==> src/rtl/lsu_pkg.sv <==
// Shared types for the load/store alignment controller: access sizes, FSM states
// and the field positions inside funct3.
package lsu_pkg;

    typedef enum logic [1:0] {
        SZ_B = 2'b00,
        SZ_H = 2'b01,
        SZ_W = 2'b10,
        SZ_D = 2'b11
    } lsu_size_e;

    typedef enum logic [2:0] {
        ST_IDLE  = 3'd0,
        ST_REQ0  = 3'd1,
        ST_WAIT0 = 3'd2,
        ST_REQ1  = 3'd3,
        ST_WAIT1 = 3'd4,
        ST_RESP  = 3'd5
    } lsu_state_e;

    localparam int F3_SIZE_LSB = 0;
    localparam int F3_SIZE_MSB = 1;
    localparam int F3_UNSIGNED = 2;

endpackage

==> src/rtl/lsu_byte_lane.sv <==
// Combinational lane steering: builds the two-word byte-enable mask and the
// two-word shifted store data for an access of a given size at a byte offset.
module lsu_byte_lane
    import lsu_pkg::*;
#(
    parameter  int XLEN  = 32,
    localparam int BE_W  = XLEN / 8,
    localparam int OFF_W = $clog2(BE_W)
) (
    input  logic [OFF_W-1:0]  off,
    input  lsu_size_e         size,
    input  logic [XLEN-1:0]   wdata,
    output logic [2*BE_W-1:0] mask,
    output logic [2*XLEN-1:0] sdata
);

    localparam int MW = 2 * BE_W;

    logic [MW-1:0] base;

    // NOTE: every always_comb output gets a default before the case so no latch is inferred.
    always_comb begin
        base = MW'(8'h01);
        case (size)
            SZ_B:    base = MW'(8'h01);
            SZ_H:    base = MW'(8'h03);
            SZ_W:    base = MW'(8'h0F);
            SZ_D:    base = MW'(8'hFF);
            default: base = MW'(8'h01);
        endcase
    end

    assign mask  = base << off;
    assign sdata = {{XLEN{1'b0}}, wdata} << {off, 3'b000};

endmodule

==> src/rtl/lsu_align_ctrl.sv <==
// Load/store alignment controller between the memory stage and the data bus.
// Define MISALIGN_SPLIT_EN to split word-crossing accesses into two bus beats.
module lsu_align_ctrl
    import lsu_pkg::*;
#(
    parameter  int XLEN = 32,
    localparam int BE_W = XLEN / 8
) (
    input  logic            clk,
    input  logic            reset,
    input  logic            req_valid,
    output logic            req_ready,
    input  logic            req_we,
    input  logic [2:0]      req_funct3,
    input  logic [XLEN-1:0] req_addr,
    input  logic [XLEN-1:0] req_wdata,
    output logic            rsp_valid,
    output logic [XLEN-1:0] rsp_rdata,
    output logic            rsp_err,
    output logic            mem_req,
    input  logic            mem_gnt,
    output logic            mem_we,
    output logic [XLEN-1:0] mem_addr,
    output logic [BE_W-1:0] mem_be,
    output logic [XLEN-1:0] mem_wdata,
    input  logic            mem_rvalid,
    input  logic [XLEN-1:0] mem_rdata
);

    localparam int OFF_W = $clog2(BE_W);
`ifdef MISALIGN_SPLIT_EN
    localparam bit SPLIT = 1'b1;
`else
    localparam bit SPLIT = 1'b0;
`endif

    lsu_state_e        state, state_nxt;
    logic              r_we, r_uns, r_err, r_cross;
    lsu_size_e         r_size;
    logic [OFF_W-1:0]  r_off;
    logic [XLEN-1:0]   r_base, r_wdata, r_b0, r_b1;
    logic [2*BE_W-1:0] lane_mask;
    logic [2*XLEN-1:0] lane_data;

    logic       accept, cross_in, illegal_in, go_beat1;
    logic [3:0] end_byte;

    assign req_ready  = (state == ST_IDLE) && !reset;
    assign accept     = req_valid && req_ready;
    assign end_byte   = 4'(req_addr[OFF_W-1:0]) + (4'd1 << req_funct3[F3_SIZE_MSB:F3_SIZE_LSB]);
    assign cross_in   = end_byte > 4'(BE_W);
    assign illegal_in = ((XLEN == 32) && (req_funct3[F3_SIZE_MSB:F3_SIZE_LSB] == SZ_D))
                      || (req_we && req_funct3[F3_UNSIGNED])
                      || (!SPLIT && cross_in);
    assign go_beat1   = SPLIT && r_cross;

    // NOTE: sequential state uses non-blocking assignments so every flop samples pre-edge values.
    always_ff @(posedge clk) begin
        if (reset) state <= ST_IDLE;
        else       state <= state_nxt;
    end

    // NOTE: request/data holding registers need no reset; they are always written before use.
    always_ff @(posedge clk) begin
        if (accept) begin
            r_we    <= req_we;
            r_uns   <= req_funct3[F3_UNSIGNED];
            r_size  <= lsu_size_e'(req_funct3[F3_SIZE_MSB:F3_SIZE_LSB]);
            r_off   <= req_addr[OFF_W-1:0];
            r_base  <= {req_addr[XLEN-1:OFF_W], {OFF_W{1'b0}}};
            r_wdata <= req_wdata;
            r_err   <= illegal_in;
            r_cross <= cross_in;
        end
        if (state == ST_WAIT0 && mem_rvalid) r_b0 <= mem_rdata;
    end

`ifdef MISALIGN_SPLIT_EN
    always_ff @(posedge clk) begin
        if (state == ST_WAIT1 && mem_rvalid) r_b1 <= mem_rdata;
    end
`else
    assign r_b1 = '0;
`endif

    lsu_byte_lane #(.XLEN(XLEN)) u_lane (
        .off   (r_off),
        .size  (r_size),
        .wdata (r_wdata),
        .mask  (lane_mask),
        .sdata (lane_data)
    );

    always_comb begin
        state_nxt = state;
        case (state)
            ST_IDLE:  if (accept)     state_nxt = illegal_in ? ST_RESP : ST_REQ0;
            ST_REQ0:  if (mem_gnt)    state_nxt = r_we ? (go_beat1 ? ST_REQ1 : ST_RESP) : ST_WAIT0;
            ST_WAIT0: if (mem_rvalid) state_nxt = go_beat1 ? ST_REQ1 : ST_RESP;
`ifdef MISALIGN_SPLIT_EN
            ST_REQ1:  if (mem_gnt)    state_nxt = r_we ? ST_RESP : ST_WAIT1;
            ST_WAIT1: if (mem_rvalid) state_nxt = ST_RESP;
`endif
            ST_RESP:                  state_nxt = ST_IDLE;
            default:                  state_nxt = ST_IDLE;
        endcase
    end

    // Window the two loaded words down to the addressed bytes, then extend.
    logic [XLEN-1:0]        ld_low, ld_ext;
    logic signed [XLEN-1:0] ld_tmp;
    logic [6:0]             ld_sh;

    always_comb begin
        ld_low = XLEN'({r_b1, r_b0} >> {r_off, 3'b000});
        ld_sh  = 7'(XLEN) - (7'd8 << r_size);
        ld_tmp = ld_low << ld_sh;
        if (r_uns) ld_ext = ld_tmp >> ld_sh;
        else       ld_ext = ld_tmp >>> ld_sh;
    end

    always_comb begin
        mem_req   = 1'b0;
        mem_we    = 1'b0;
        mem_addr  = '0;
        mem_be    = '0;
        mem_wdata = '0;
        rsp_valid = 1'b0;
        rsp_err   = 1'b0;
        rsp_rdata = '0;
        case (state)
            ST_REQ0: begin
                mem_req   = 1'b1;
                mem_we    = r_we;
                mem_addr  = r_base;
                mem_be    = lane_mask[BE_W-1:0];
                mem_wdata = r_we ? lane_data[XLEN-1:0] : '0;
            end
            ST_REQ1: begin
                mem_req   = 1'b1;
                mem_we    = r_we;
                mem_addr  = r_base + XLEN'(BE_W);
                mem_be    = lane_mask[2*BE_W-1:BE_W];
                mem_wdata = r_we ? lane_data[2*XLEN-1:XLEN] : '0;
            end
            ST_RESP: begin
                rsp_valid = 1'b1;
                rsp_err   = r_err;
                rsp_rdata = (r_err || r_we) ? '0 : ld_ext;
            end
            default: ;
        endcase
    end

endmodule

==> config.mk <==
export PLATFORM = sky130hd
export DESIGN_NAME = lsu_align_ctrl
export DESIGN_NICKNAME = d
export VERILOG_FILES = /design/src/rtl/lsu_pkg.sv /design/src/rtl/lsu_byte_lane.sv /design/src/rtl/lsu_align_ctrl.sv
export SDC_FILE = /design/constraint.sdc
export NUM_CORES = 1
export LEC_CHECK = 0
export CAP_MARGIN = 30
export CORE_UTILIZATION = 40
export CTS_BUF_LIST = sky130_fd_sc_hd__clkbuf_4 sky130_fd_sc_hd__clkbuf_8 sky130_fd_sc_hd__clkbuf_16
export DETAILED_ROUTE_END_ITERATION = 10
export GPL_ROUTABILITY_DRIVEN = 0
export PLACE_DENSITY = 0.71
export SLEW_MARGIN = 40
export SYNTH_ARGS = -nofsm -noshare
export SYNTH_HDL_FRONTEND = slang
export SYNTH_SLANG_ARGS = --single-unit
==> constraint.sdc <==
create_clock -name clk -period 2.98 [get_ports clk]
set_clock_uncertainty 0.1 [all_clocks]
set_input_delay 0.447 -clock clk [delete_from_list [all_inputs] [get_ports clk]]
set_output_delay 0.447 -clock clk [all_outputs]
set_load 0.05 [all_outputs]
==> impl_metrics.csv <==
group,metric,value,unit
outcome,outcome,"finished, violations left",
outcome,violations,"design-rule violations",
placement,io_buffers,207,
worst_setup_path,worst_ep_required_time,2.43,ns
synth,synthArstFlopShare,0,%
finish,layout.cells.most_common,"clkdlybuf4s50_1",
clocking,cts_root_buf,"clkbuf_16",
pwr,pwr-share-comb,47.6,%
grt,grt.total_usage,25.2,%
sta,hold_viol,0,
sta,clock.fmax,346,MHz
route,drt-initial-drc-count,413,
synth,syn_inst,573,
grt,grt_max_degree,48,
sta,fin_tns_setup,0,ns
die,dieArea,15700,um^2
grt,grt_pass1_wl,30400,um
die,fp.dieW,125,um
clocking,clkTransAtPathRegs,0.08,ns
worst_setup_path,end_kind,"output pin",
route,ant_nets,0,
route,post_drt_wl_per_cell,20.3,um
finish,fin_cells,976,
finish,antenna_cells,0,
finish,layout_common_cells,"105 x clkdlybuf4s50_1, 101 x edfxtp_1, 86 x buf_12, 73 x nand2_1, 50 x buf_4",
pwr,seqPwrFrac,33.4,%
finish,fillers,1113,
worst_setup_path,worstPathArrival,2.35,ns
die,rows,44,
worst_setup_path,start_kind,"register",
synth,ys_warn_count,0,
pwr,ir_drop,0.418,mV
route,routed_wirelength,19800,um
hold_path,hold_class,"register to register",
worst_setup_path,cp_max_fo,6,
synth,ys_types,61,
finish,synthToLayoutAreaGrowth,59.4,%
synth,ys_seq_area_share,51.0,%
pwr,power_leakage,3.49,nW
sta,fin_hold_ws,0.526,ns
synth,netlist_area,6060,um^2
sta,worstMarginPinSlew,0.637,ns
synth,avgSynthCellArea,10.6,um^2
placement,post-dp-hpwl,14900,um
placement,dp_slack,0.277,ns
sta,period_share,97.1,%
clocking,cts_tree,"built",
pwr,internal-power,3.72,mW
synth,synth_edf_count,101,
worst_setup_path,cp_slowest_cell,"or4_1",
sta,relSlewSlack,57.3,%
pwr,p_per_area,646,nW/um^2
worst_setup_path,crit_chain,"ha_1, and3_1, nand2_1, or4_1, a21oi_2, buf_12",
route,num_vias,5642,
pwr,p_clk_share,19.0,%
worst_setup_path,path_class,"register to output pin",
grt,grt_pass1_vias,5709,
pwr,p_sw_share,40.4,%
placement,placed_cells,954,
worst_setup_path,slowest_delay,0.52,ns
clocking,cts_sinks,104,
synth,synth_ff_type,"edfxtp_1",
grt,overflow,0,
grt,grt_antenna_before_repair,0,
job,cap_violations,0,
route,viasPerCell,5.78,
clocking,cts_hold_buffers,0,
die,core_area,14600,um^2
sta,worst_slack,0.0872,ns
clocking,clock_path_buffers,2,
sta,period_needed,2.89,ns
route,drt_pass1_iterations,10,
clocking,h-tree-depth,3,
sta,finalMaxSlewViolations,0,
finish,drive_gt1_share,25.0,%
pwr,power_switching,2.52,mW
die,die_h,125,um
die,io_pins,210,
clocking,cts_made_buffers,9,
synth,ys_ff_latch,104,
clocking,insertion_delay,0.36,ns
die,start_util,41.4,%
sta,finalSetupViolCount,0,
finish,fin_nets,896,
route,drc,10,
-- what timing repair did --
item                                    in CTS  in global routing
gates resized for setup                      4                 10
endpoints found under the setup margin      14                 20
buffers inserted                             1                  5
-- per-layer routing --
metal  part of all wire (%)  wire (um)  GRT usage, %
met1                     41       8140          31.1
met2                     49       9650          42.5
met3                    7.4       1460          6.46
met4                    2.7        537          9.18
met5                      0          0             0
-- final timing paths --
kind                                     end  slack (ns)  cells past startpoint      start
worst max-delay path            mem_addr[18]        0.09                      6  r_base[3]
worst min-delay path                state[0]        0.53                      2   state[0]
worst max register to register    r_wdata[0]        1.10                      4   state[1]
worst min register to register      state[0]        0.53                      2   state[0]
-- cell usage after synthesis (all sizes together), types with 5 or more instances --
library cell	n	area share, %
xnor2	7	1.0
nand3b	5	0.62
and3	12	1.2
mux2i	41	6.8
nor2	32	2.0
nor3	5	0.50
nor4	13	1.4
inv	7	0.43
o2bb2ai	10	1.4
nor2b	11	1.1
a211oi	13	1.6
or4	11	1.4
mux2	7	1.3
or3	6	0.62
nand3	12	0.99
nand2	73	4.5
o21ai	24	2.0
xor2	5	0.72
nand2b	6	0.62
o22ai	8	0.83
o31ai	11	1.4
buf	22	2.0
edfxtp	101	50
nand4	13	2.0
clkbuf	17	1.1
and2	8	0.83
and4	5	0.76
a21oi	46	3.8
-- flip-flops by register name (all words and copies together), names as in the netlist --
name	flops
r_we	1
r_off	2
r_size	2
r_uns	1
r_b0	32
state	3
r_base	30
r_wdata	32
r_err	1
-- power groups by stage --
stage               clock network, mW  registers (mW)  logic [mW]
global route                     1.26            2.11        3.12
CTS                              1.21            2.08        2.94
floorplan                           0            2.01        1.65
global placement                    0            2.09        2.88
finish                           1.18            2.08        2.97
detailed placement                  0            2.11        2.92
-- final cells by class --
type / count / area, um^2 / area share [%]
clock buffer: 9 / 225 / 2.33
timing repair buffer: 241 / 3150 / 32.6
inverter: 7 / 26.3 / 0.272
multi-input combinational: 424 / 2870 / 29.7
clock inverter: 7 / 70.1 / 0.725
sequential: 104 / 3090 / 32.0
tap: 184 / 230 / 2.38
-- metrics by stage --
step                      power, mW  util, %  cell area, um^2
after floorplan                3.67        -             6120
after global placement         4.98     63.3             9270
after detailed placement       5.03     63.3             9270
after CTS                      6.23     65.5             9590
after global routing           6.49     66.0             9660
final                          6.24     66.0             9660
-- logic make-up (layout without fill, tap and decap cells) --
logic type	Yosys count	in the layout	share of synthesized area (%)
AOI/OAI and AO/OA	139	139	14.8
buffers and inverters	46	264	3.47
other	1	2	0.0618
and+or+nand+nor	218	218	19.5
xor gates and xnor gates	12	12	1.73
DFF	104	104	51.0
adders and majority gates	4	4	0.949
muxes	49	49	8.44
-- worst max-delay path: cells and delay by family, from the launching register on --
kind / cells / cell delay (ns)
AOI/OAI and AO/OA: 1 / 0.25
and+or+nand+nor: 3 / 0.89
adders and majority gates: 1 / 0.26
buffers and inverters: 1 / 0.17
DFF: 1 / 0.42
No activity file was read; power rests on OpenSTA's default activity.
